`config.mk`:
```
export PLATFORM = sky130hd
export DESIGN_NAME = sprite_plot_arbiter
export DESIGN_NICKNAME = d
export VERILOG_FILES = /design/src/rtl/sprite_plot_arbiter.sv
export SDC_FILE = /design/constraint.sdc
export NUM_CORES = 1
export LEC_CHECK = 0
export CELL_PAD_IN_SITES_DETAIL_PLACEMENT = 0
export CELL_PAD_IN_SITES_GLOBAL_PLACEMENT = 2
export CORE_UTILIZATION = 28
export CTS_CLUSTER_DIAMETER = 60
export CTS_CLUSTER_SIZE = 24
export DETAILED_ROUTE_END_ITERATION = 10
export PLACE_DENSITY_LB_ADDON = 0.25
export SYNTH_ARGS = -nofsm -noshare
export SYNTH_HDL_FRONTEND = slang
export SYNTH_SLANG_ARGS = --single-unit
```
`constraint.sdc`:
```
create_clock -name clk -period 7.1 [get_ports clk]
set_input_delay 1.775 -clock clk [delete_from_list [all_inputs] [get_ports clk]]
set_output_delay 1.775 -clock clk [all_outputs]
set_load 0.05 [all_outputs]
```
`src/rtl/sprite_plot_arbiter.sv`:
```
// Round-robin owner of the single VGA pixel-write port shared by the sprite engines.
// The granted engine streams pixels until its last pixel, until it drops req, or until a burst limit forces release.
module sprite_plot_arbiter #(
  parameter int N_REQ     = 5,
  parameter int XW        = 9,
  parameter int YW        = 8,
  parameter int CW        = 3,
  parameter int MAX_BURST = 64
) (
  input  logic                clk,
  input  logic                reset,
  input  logic [N_REQ-1:0]    req,
  input  logic [N_REQ-1:0]    px_valid,
  input  logic [N_REQ-1:0]    px_last,
  input  logic [N_REQ*XW-1:0] px_x,
  input  logic [N_REQ*YW-1:0] px_y,
  input  logic [N_REQ*CW-1:0] px_col,
  output logic [N_REQ-1:0]    gnt,
  output logic [XW-1:0]       x,
  output logic [YW-1:0]       y,
  output logic [CW-1:0]       colour,
  output logic                plot,
  output logic                busy,
  output logic                timeout_err
);

  localparam int IW = (N_REQ > 1) ? $clog2(N_REQ) : 1;
  localparam int BW = (MAX_BURST > 1) ? $clog2(MAX_BURST + 1) : 1;
  localparam logic [BW-1:0] BURST_LIM = BW'(MAX_BURST);
  localparam logic [N_REQ-1:0] ONE_HOT0 = {{(N_REQ-1){1'b0}}, 1'b1};

  typedef enum logic [0:0] {
    ST_IDLE  = 1'b0,
    ST_GRANT = 1'b1
  } state_t;

  state_t           r_state;
  logic [IW-1:0]    r_rr_ptr;
  logic [IW-1:0]    r_gidx;
  logic [BW-1:0]    r_burst_cnt;
  logic [N_REQ-1:0] r_gnt;
  logic [XW-1:0]    r_x;
  logic [YW-1:0]    r_y;
  logic [CW-1:0]    r_col;
  logic             r_plot;
  logic             r_busy;
  logic             r_timeout;

  logic [IW:0]      w_scan;
  logic [IW-1:0]    w_win_idx;
  logic             w_win_found;
  logic             w_hit;
  logic             w_g_req;
  logic             w_g_valid;
  logic             w_g_last;
  logic             w_accept;
  logic [BW-1:0]    w_cnt_next;
  logic             w_hit_max;
  logic             w_release;
  logic [IW-1:0]    w_next_ptr;
  logic [XW-1:0]    w_sel_x;
  logic [YW-1:0]    w_sel_y;
  logic [CW-1:0]    w_sel_col;

  // Round-robin search: walk offsets from farthest to nearest so the nearest set request from r_rr_ptr wins.
  always_comb begin
    w_scan      = '0;
    w_hit       = 1'b0;
    w_win_idx   = '0;
    w_win_found = 1'b0;
    for (int k = N_REQ - 1; k >= 0; k--) begin
      w_scan      = {1'b0, r_rr_ptr} + (IW+1)'(k);
      w_scan      = (w_scan >= (IW+1)'(N_REQ)) ? (w_scan - (IW+1)'(N_REQ)) : w_scan;
      w_hit       = req[w_scan[IW-1:0]];
      w_win_found = w_win_found | w_hit;
      w_win_idx   = w_hit ? w_scan[IW-1:0] : w_win_idx;
    end
  end

  // Views of the granted requester only; other engines never reach the outputs.
  always_comb begin
    w_g_req    = req[r_gidx];
    w_g_valid  = px_valid[r_gidx];
    w_g_last   = px_last[r_gidx];
    w_sel_x    = px_x[r_gidx*XW +: XW];
    w_sel_y    = px_y[r_gidx*YW +: YW];
    w_sel_col  = px_col[r_gidx*CW +: CW];
    w_accept   = (r_state == ST_GRANT) & w_g_req & w_g_valid;
    w_cnt_next = r_burst_cnt + BW'(1);
    // Release priority: last pixel, then abort, then forced release at the burst limit.
    w_hit_max  = w_accept & ~w_g_last & (w_cnt_next == BURST_LIM);
    w_release  = (r_state == ST_GRANT) & ((w_accept & w_g_last) | ~w_g_req | w_hit_max);
    w_next_ptr = (r_gidx == IW'(N_REQ - 1)) ? '0 : (r_gidx + IW'(1));
  end

  // Arbiter FSM with all port-facing state registered.
  always_ff @(posedge clk or negedge reset) begin
    if (!reset) begin
      r_state     <= ST_IDLE;
      r_rr_ptr    <= '0;
      r_gidx      <= '0;
      r_burst_cnt <= '0;
      r_gnt       <= '0;
      r_x         <= '0;
      r_y         <= '0;
      r_col       <= '0;
      r_plot      <= 1'b0;
      r_busy      <= 1'b0;
      r_timeout   <= 1'b0;
    end else begin
      case (r_state)
        ST_IDLE: begin
          r_plot    <= 1'b0;
          r_timeout <= 1'b0;
          if (w_win_found) begin
            r_gnt       <= ONE_HOT0 << w_win_idx;
            r_busy      <= 1'b1;
            r_burst_cnt <= '0;
            r_gidx      <= w_win_idx;
            r_state     <= ST_GRANT;
          end else begin
            r_gnt  <= '0;
            r_busy <= 1'b0;
          end
        end
        ST_GRANT: begin
          r_plot    <= w_accept;
          r_timeout <= w_hit_max;
          if (w_accept) begin
            r_x         <= w_sel_x;
            r_y         <= w_sel_y;
            r_col       <= w_sel_col;
            r_burst_cnt <= w_cnt_next;
          end else begin
            r_burst_cnt <= r_burst_cnt;
          end
          if (w_release) begin
            r_gnt    <= '0;
            r_busy   <= 1'b0;
            r_rr_ptr <= w_next_ptr;
            r_state  <= ST_IDLE;
          end else begin
            r_state  <= ST_GRANT;
          end
        end
        default: begin
          r_state   <= ST_IDLE;
          r_gnt     <= '0;
          r_busy    <= 1'b0;
          r_plot    <= 1'b0;
          r_timeout <= 1'b0;
        end
      endcase
    end
  end

  assign gnt         = r_gnt;
  assign x           = r_x;
  assign y           = r_y;
  assign colour      = r_col;
  assign plot        = r_plot;
  assign busy        = r_busy;
  assign timeout_err = r_timeout;

endmodule

```
Word level (Yosys, flattened, before mapping)
Index checks and enable logic that the tools add are counted.
{ "word_totals": {"ff_bits": 42, "in_bits": 117, "out_inout_bits": 28, "wordCells": 103} }
{ "classes": {"addsub": 11, "n_mul": 2, "magnitude_cmp": 11, "n_eq_ne": 5, "shift": 4, "mux": 40, "n_bitwise": 15, "reduce_logical": 4} }
{ "op_table": {"columns": ["op", "count"], "rows": [
  ["indexed part select 45 x 8 -> 9 bit", 1],
  ["indexed part select 40 x 7 -> 8 bit", 1],
  ["2-to-1 mux 3 bit", 11],
  ["binary-select mux 1 bit (select 3 bit)", 8],
  ["< comparator 3 x 4 -> 1 bit (second input constant)", 6],
  [">= comparator 4 x 3 -> 1 bit (second input constant)", 4],
  ["indexed part select 15 x 6 -> 3 bit", 1],
  ["subtractor 3 bit (second input constant)", 5],
  ["2-to-1 mux 7 bit", 2],
  ["one-hot mux 7 bit (2 select lines)", 1],
  ["2-to-1 mux 1 bit", 11],
  ["2-to-1 mux 5 bit", 2],
  ["one-hot mux 5 bit (2 select lines)", 1],
  ["adder 3 x 2 -> 4 bit (second input constant)", 2],
  ["one-hot mux 1 bit (2 select lines)", 4],
  ["AND reduction 2 bit", 4],
  ["adder 7 x 1 -> 7 bit (second input constant)", 1],
  ["equality test 7 bit (second input constant)", 1],
  ["multiplier 3 x 4 -> 7 bit (second input constant)", 1],
  ["AND 1 bit", 6],
  ["bitwise OR 1 bit", 6],
  ["multiplier 3 x 2 -> 5 bit (second input constant)", 1],
  ["<< shifter 1 x 3 -> 5 bit (first input constant)", 1],
  ["adder 3 x 1 -> 4 bit (second input constant)", 1],
  ["other kinds (7)", 10]
]} }

Depth between registers and ports, before layout
Gate-level depths: netlist of run 1.
{ "logic_depth": {"ltp_word": 13, "mapped_depth": 14} }

Worst setup path before layout of run 1
Ideal clock, no wire load.
{ "synth_timing": {"path_type": "input port to flip-flop", "startpoint": "input port req[3]", "endpoint": "register r_gnt[0], in the netlist gnt[0]", "setup_ns": 0.121, "t_arrival_ns": 3.630, "required_ns": 6.979, "setup_slack_ns": 3.349, "path_stages": 8, "cell_sequence": "clkbuf_2 > mux4_2 > mux2_2 > a32oi_2 > nor4b_4 > a41o_2 > nor4bb_4 > a22o_1"} }
{ "synth_between": {"elab_chain_len": 10, "word_cells_on_any_way": 34} }
{ "synth_rtl": {"columns": ["element", "line", "text"], "rows": [
  ["start: declaration", "12", "input logic [N_REQ-1:0] req,"],
  ["binary-select mux 1 bit (select 3 bit)", "74", "w_hit = req[w_scan[IW-1:0]];"],
  ["2-to-1 mux 1 bit (not written as such)", "74", null],
  ["2-to-1 mux 3 bit (5 in series)", "76", "w_win_idx = w_hit ? w_scan[IW-1:0] : w_win_idx;"],
  ["<< shifter 1 x 3 -> 5 bit", "116", "r_gnt <= ONE_HOT0 << w_win_idx;"],
  ["2-to-1 mux 5 bit", "115", "if (w_win_found) begin"],
  ["one-hot mux 5 bit (2 select lines)", "111", "case (r_state)"],
  ["end signal: assignment", "116", null],
  ["end: declaration", "41", "logic [N_REQ-1:0] r_gnt;"]
]} }
Parallel ways exist; a longest one is shown, timed or not. The select of a mux whose other input is x is not followed.
A chain may end at the register's enable or synchronous reset.

Final worst setup path of run 1
{ "layout_timing": {"startpoint": "input port req[3]", "endpoint": "register r_burst_cnt[5]"} }
{ "layout_between": {"elab_chain_len": 8, "word_cells_on_any_way": 21} }
{ "layout_rtl": {"columns": ["element", "line", "text"], "rows": [
  ["binary-select mux 1 bit (select 3 bit)", "74", null],
  ["2-to-1 mux 1 bit (not written as such)", "74", null],
  ["bitwise OR 1 bit (4 in series)", "75", "w_win_found = w_win_found | w_hit;"],
  ["!= test 2 bit (no line)", null, null],
  ["AND reduction 2 bit (no line) (*)", null, null],
  ["end signal: assignment", "133", "r_burst_cnt <= w_cnt_next;"],
  ["end signal: assignment", "135", "r_burst_cnt <= r_burst_cnt;"],
  ["end: declaration", "40", "logic [BW-1:0] r_burst_cnt;"]
]} }
Every way passes the cells marked *; elsewhere a longest branch is shown, timed or not. The select of a mux whose other input is x is not followed.

==> metrics.csv, run 1 <==
stage;metric;value;unit
sta;grt_setup_unrepaired;false;
worst_hold_path;hp-class;reg2reg;
synthesis;synth_nets;515;
routing;first_pass_iters;4;
power;combPwrFrac;0.737;
cts;postCtsSetupBuffers;0;
cts;cts_hold_buf;0;
cts;cts_sinks;42;
power;p_per_area;496.9;mW/mm²
floorplan;core_region_area;0.01319;mm²
global_routing;antenna_found_initial;0;
worst_setup_path;rr_startpoint;r_rr_ptr[1];
global_routing;grt_max_degree;43;
place;hpwl;9.760;mm
power;switching_share;0.5069;
power;seq_power_share;0.170;
finish;fin_cells;686;
power;irDropWorstVdd;0.1574;mV
worst_hold_path;hold_depth;1;
worst_setup_path;worstSetupStartpointType;input port;
power;power.switching;1.382;mW
status;status;finished, final reports clean;
routing;viasPerCell;5.255;
synthesis;yosys_warnings;0;
synthesis;yosysMostFrequentCell;nor2_1;
synthesis;netlist_area;0.003782;mm²
finish;antenna_cells;0;
power;internal-power;1.344;mW
worst_setup_path;critPathCaptureType;register;
sta;skew;4.706;ps
global_routing;first_global_vias;3562;
sta;setup_viol;0;
synthesis;ys_ff_latch;42;
worst_hold_path;hp-start;busy;
synthesis;yosys-top-cells-count;nor2_1 (53), dfrtp_1 (42), mux4_2 (27);
place;place_area;0.005324;mm²
synthesis;ys_seq_area_frac;0.2779;
finish;drive_above_1_share;0.1314;
routing;wl_per_cell;18.39;µm
cts;cts_resized;0;
synthesis;synth-edff-count;0;
place;placed_cells;678;
worst_setup_path;required;7260;ps
sta;tightest_slew;963.4;ps
floorplan;io_pins;145;
sta;hold_viol_final;0;
worst_setup_path;critPathArrivalTime;4960;ps
synthesis;synth_flop_cell;dfrtp_1;
routing;routed_wl;12.62;mm
worst_setup_path;r2r_end;r_burst_cnt[5];
sta;slew_headroom;0.3577;
cts;cts.htree.levels;2;
finish;fin_area;0.005487;mm²
sta;whs;495.2;ps
routing;drcViolationCount;0;
flow_run;maxCapViolCount;0;
synthesis;yosys.area.top_type_share;0.2779;
worst_setup_path;crit_fanout;29;
global_routing;grt_overflow_total;0;
global_routing;grt_pass1_wl;19.98;mm
synthesis;syn_avg_cell_area;9.850;µm²
floorplan;dieArea;0.01398;mm²
worst_setup_path;r2r_slack;3300;ps
sta;min_period;4799;ps
synthesis;synth_area_leaders;dfrtp_1 (28%), mux4_2 (16%), nor2_1 (5.3%);
synthesis;ys_types;74;
sta;slew_violations;0;
sta;fmax;208.4;MHz
sta;setup_tns;0;ps
place;gp_congestion;0.8319;
synthesis;yosysTopAreaCell;dfrtp_1;
finish;nNetsFinal;640;
routing;antenna_left;0;
worst_setup_path;rr_worst_depth;11;
synthesis;synth-async-reset-ratio;1.000;
global_routing;grt_use_total;0.1814;
cts;numCtsBuffers;5;
cts;cts_buffer_depth;2;
power;p_leak;2.080;nW
cts;path_clk_slew;60;ps
worst_hold_path;hold_end;busy;
cts;cts_root_buffer;clkbuf_16;
finish;fillCellCount;1340;
routing;initialDrtViolationCount;254;
cts;clkLatencyLatePin;280;ps
routing;vias;3605;
cts;cts_tree;yes;
floorplan;die_x;118.2;µm
place;portBuffers;144;
floorplan;start_util;0.2868;
power;clock_power_share;0.093;
finish;syn2layout_area_growth;45.05;%
worst_setup_path;crit_type;in2reg;
synthesis;netlist_instances;384;
floorplan;rows;42;
floorplan;die-height;118.2;µm
sta;post-route-period-util;0.6759;
[worst max-delay path: stages]
cell	delay [ps]
clkdlybuf4s50_1	570
mux4_2	530
a22oi_1	230
nand2b_1	140
buf_4	300
clkinv_1	750
nor2_4	430
o21ai_1	110
o41ai_1	80
[routing by layer]
metal,part of all wire,routed length [µm],track usage,vias up
met5,0,0,0,-
met4,0.0077,97,0.03285,0
met3,0.036,453,0.02751,9
met2,0.50,6273,0.3015,74
met1,0.46,5792,0.2503,1779
li1,-,-,-,1743
[stage by stage]
stage,setup WS (ps),total power [mW],util
global placement,2152,2.486,0.4036
floorplan,3349,1.944,-
finish,2301,2.726,0.4160
CTS,2301,2.749,0.4160
detailed placement,2012,2.483,0.4036
global route,1985,2.930,0.4160
[placed cells by master (no fill, tap or decap), drive strengths merged, types with 3 or more instances in the layout]
master         instances
clkdlybuf4s50        143
nor2                  54
dfrtp                 42
mux4                  27
a221oi                22
o21ai                 19
nand2                 16
a21oi                 14
ha                    13
nand2b                12
nand3                 11
inv                   10
nor2b                  7
clkbuf                 7
and3                   6
a31oi                  6
a22o                   5
mux2                   5
nor3                   5
buf                    5
o41ai                  5
xnor2                  4
o21a                   4
a211o                  4
and2                   4
o31ai                  4
nand3b                 3
a211oi                 3
mux2i                  3
nand4                  3
[power by group through the flow]
stage | sequential, mW | clock, mW | combinational, mW
after global routing | 0.483 | 0.271 | 2.18
after CTS | 0.465 | 0.261 | 2.02
after global placement | 0.471 | 0 | 2.01
after floorplan | 0.649 | 0 | 1.30
after detailed placement | 0.467 | 0 | 2.02
final | 0.462 | 0.255 | 2.01
[area by class of cell]
type                       instances  area, µm²  share of cell area
tap                              176      220.2             0.04014
clock buffer                       7      132.6             0.02417
multi-input combinational        300       2540              0.4629
timing repair buffer             148       1466              0.2673
inverter                          12      45.04            0.008210
sequential                        42       1052              0.1918
clock inverter                     1      30.03            0.005473
[flip-flops by register name (all words and copies together) (netlist names)]
signal and flops:
r_burst_cnt 7, busy 1, colour 3, r_gidx 3, r_state 1, x 9
timeout_err 1, y 8, r_rr_ptr 3, plot 1, gnt 5
[how the worst max path moves through the flow]
stage / startpoint / end / cells after the start
after global placement: req[3] / r_burst_cnt[5] / 9
after floorplan: req[3] / gnt[0] / 8
after CTS: req[3] / r_burst_cnt[5] / 9
final: req[3] / r_burst_cnt[5] / 9
after global routing: req[3] / r_burst_cnt[5] / 9
after detailed placement: req[3] / r_burst_cnt[5] / 9
[cells by family (layout without fill, tap and decap cells)]
kind of cell | after synthesis | in the layout | share of synthesized area
simple gates | 131 | 131 | 0.1826
fa+ha+maj | 14 | 14 | 0.04830
compound gates | 116 | 116 | 0.2464
flops | 42 | 42 | 0.2779
buf+inv | 42 | 168 | 0.05193
mux | 35 | 35 | 0.1836
xor+xnor | 4 | 4 | 0.009261
No activity file was read; power rests on OpenSTA's default activity.
==> run 2, diff against run 1 <==
--- a/config.mk
+++ b/config.mk
@@ -7,7 +7,7 @@
 export LEC_CHECK = 0
 export CELL_PAD_IN_SITES_DETAIL_PLACEMENT = 0
 export CELL_PAD_IN_SITES_GLOBAL_PLACEMENT = 2
-export CORE_UTILIZATION = 28
+export CORE_UTILIZATION = 24
 export CTS_CLUSTER_DIAMETER = 60
 export CTS_CLUSTER_SIZE = 24
 export DETAILED_ROUTE_END_ITERATION = 10
==> constraint.sdc (replaced) <==
create_clock -name clk -period 4.2 [get_ports clk]
set_input_delay 1.05 -clock clk [delete_from_list [all_inputs] [get_ports clk]]
set_output_delay 1.05 -clock clk [all_outputs]
set_load 0.05 [all_outputs]
==> metrics.csv, run 2 (synthesized netlist as in run 1, its figures left out) <==
stage;metric;value;unit
worst_setup_path;slowest_stage;clkdlybuf4s50_1;
finish;layout_common_cells;clkdlybuf4s50_1 (143), nor2_1 (53), dfrtp_1 (41);
routing;initialDrtViolationCount;151;
worst_setup_path;rr_startpoint;r_rr_ptr[0];
power;p_leak;2.111;nW
place;portBuffers;144;
worst_setup_path;crit_fanout;10;
global_routing;grt_max_degree;43;
cts;clkLatencyLatePin;280;ps
sta;post-route-period-util;0.8256;
worst_setup_path;required;4360;ps
routing;drcViolationCount;0;
floorplan;die_x;127.5;µm
floorplan;core_region_area;0.01531;mm²
cts;cts_buffer_depth;2;
cts;path_clk_slew;70;ps
worst_setup_path;r2r_end;gnt[2];
floorplan;die-height;127.5;µm
status;status;finished, final reports clean;
finish;register_area;0.001052;mm²
place;place_area;0.005428;mm²
global_routing;antenna_found_initial;0;
sta;setup_tns;0;ps
routing;antenna_left;0;
finish;drive_above_1_share;0.1486;
global_routing;first_global_vias;3778;
cts;cts_sinks;42;
finish;nNetsFinal;648;
floorplan;io_pins;145;
global_routing;grt_most_used_layer;met2;
worst_setup_path;crit_type;in2reg;
cts;cts_tree;yes;
global_routing;use_met2;0.2678;
finish;layout_commonest_cell;clkdlybuf4s50_1;
global_routing;grt_util_met3;0.02596;
global_routing;grt_pass1_wl;20.52;mm
power;irDropWorstVdd;0.2595;mV
routing;first_pass_iters;4;
routing;wl_per_cell;18.00;µm
cts;numCtsBuffers;5;
sta;slew_violations;0;
routing;routed_wl;13.12;mm
sta;skew;4.847;ps
global_routing;grt_use_total;0.1621;
power;power;4.662;mW
power;p_per_area;835.9;mW/mm²
finish;syn2layout_area_growth;47.47;%
cts;cts_root_buffer;clkbuf_16;
place;dp_slack;432.7;ps
routing;viasPerCell;5.077;
finish;fin_area;0.005578;mm²
worst_setup_path;max_stage_delay;600;ps
worst_setup_path;rr_worst_depth;10;
worst_setup_path;worstSetupStartpointType;input port;
place;gp_congestion;0.8571;
sta;fmax;288.4;MHz
cts;postCtsSetupBuffers;0;
cts;cts.htree.levels;2;
sta;slew_headroom;0.3139;
worst_hold_path;hp-class;reg2reg;
cts;cts_hold_buf;0;
sta;min_period;3468;ps
floorplan;rows;45;
worst_hold_path;hp-start;busy;
cts;cts_resized;0;
global_routing;met1_usage;0.2221;
global_routing;grt_overflow_total;0;
worst_setup_path;critPathArrivalTime;3630;ps
flow_run;maxCapViolCount;0;
worst_hold_path;hold_end;busy;
sta;hold_viol_final;0;
sta;setup_viol;0;
finish;antenna_cells;0;
worst_setup_path;r2r_slack;760;ps
sta;grt_setup_unrepaired;false;
place;hpwl;10.11;mm
worst_setup_path;critPathCaptureType;register;
floorplan;dieArea;0.01627;mm²
floorplan;start_util;0.2470;
sta;fin_ws;732.3;ps
sta;tightest_slew;1029;ps
worst_hold_path;hold_depth;1;
finish;fillCellCount;1578;
worst_setup_path;cp_cell_sequence;clkdlybuf4s50_1 -> mux4_2 -> nand4bb_1 -> nand3_2 -> o221a_2 -> o21a_1 -> o31ai_4 -> a211o_1 -> o21ai_0;
finish;largest_reg_flops;9;
routing;vias;3701;
finish;multi_input_area;0.002540;mm²
finish;post-route-util;0.3642;
run 2: stage by stage:
stage	hold WS (ps)	std cells
final	488.9	729
after global routing	525.3	729
after CTS	497.3	729
after detailed placement	484.1	721
after global placement	491.1	721
after floorplan	493.4	384
run 2: worst max path at each step:
stage	startpoint	endpoint	slack (ps)	depth (start not counted)
finish	req[3]	r_gidx[1]	730	9
detailed placement	req[3]	r_burst_cnt[6]	430	9
global route	req[3]	r_gidx[1]	550	9
global placement	req[3]	r_burst_cnt[5]	520	9
CTS	req[3]	r_burst_cnt[6]	720	9
floorplan	r_rr_ptr[0]	gnt[0]	950	12
run 2: worst max-delay path: cells and delay by family:
family,cells,cell delay (ps)
AOI/OAI and AO/OA,5,1100
buffers and inverters,1,600
muxes,1,570
and+or+nand+nor,2,320
run 2: power breakdown:
part,internal [mW],switching (mW)
sequential,0.576,0.162
combinational,1.48,2.05
clock,0.223,0.171
total,2.28,2.39
run 2: cell type report:
cell class / instances / share of cell area
clock inverters: 3 / 0.004486
well taps: 211 / 0.04733
repair buffers: 156 / 0.2737
multi-input cells: 300 / 0.4554
flip-flops and latches: 42 / 0.1886
clock buffers: 5 / 0.02243
inverters: 12 / 0.008075
run 2: routing by layer:
layer  wire length [µm]  up-vias
met4                163        0
met3                469       14
met2               6548      100
li1                   -     1761
met1               5943     1826
met5                  0        -
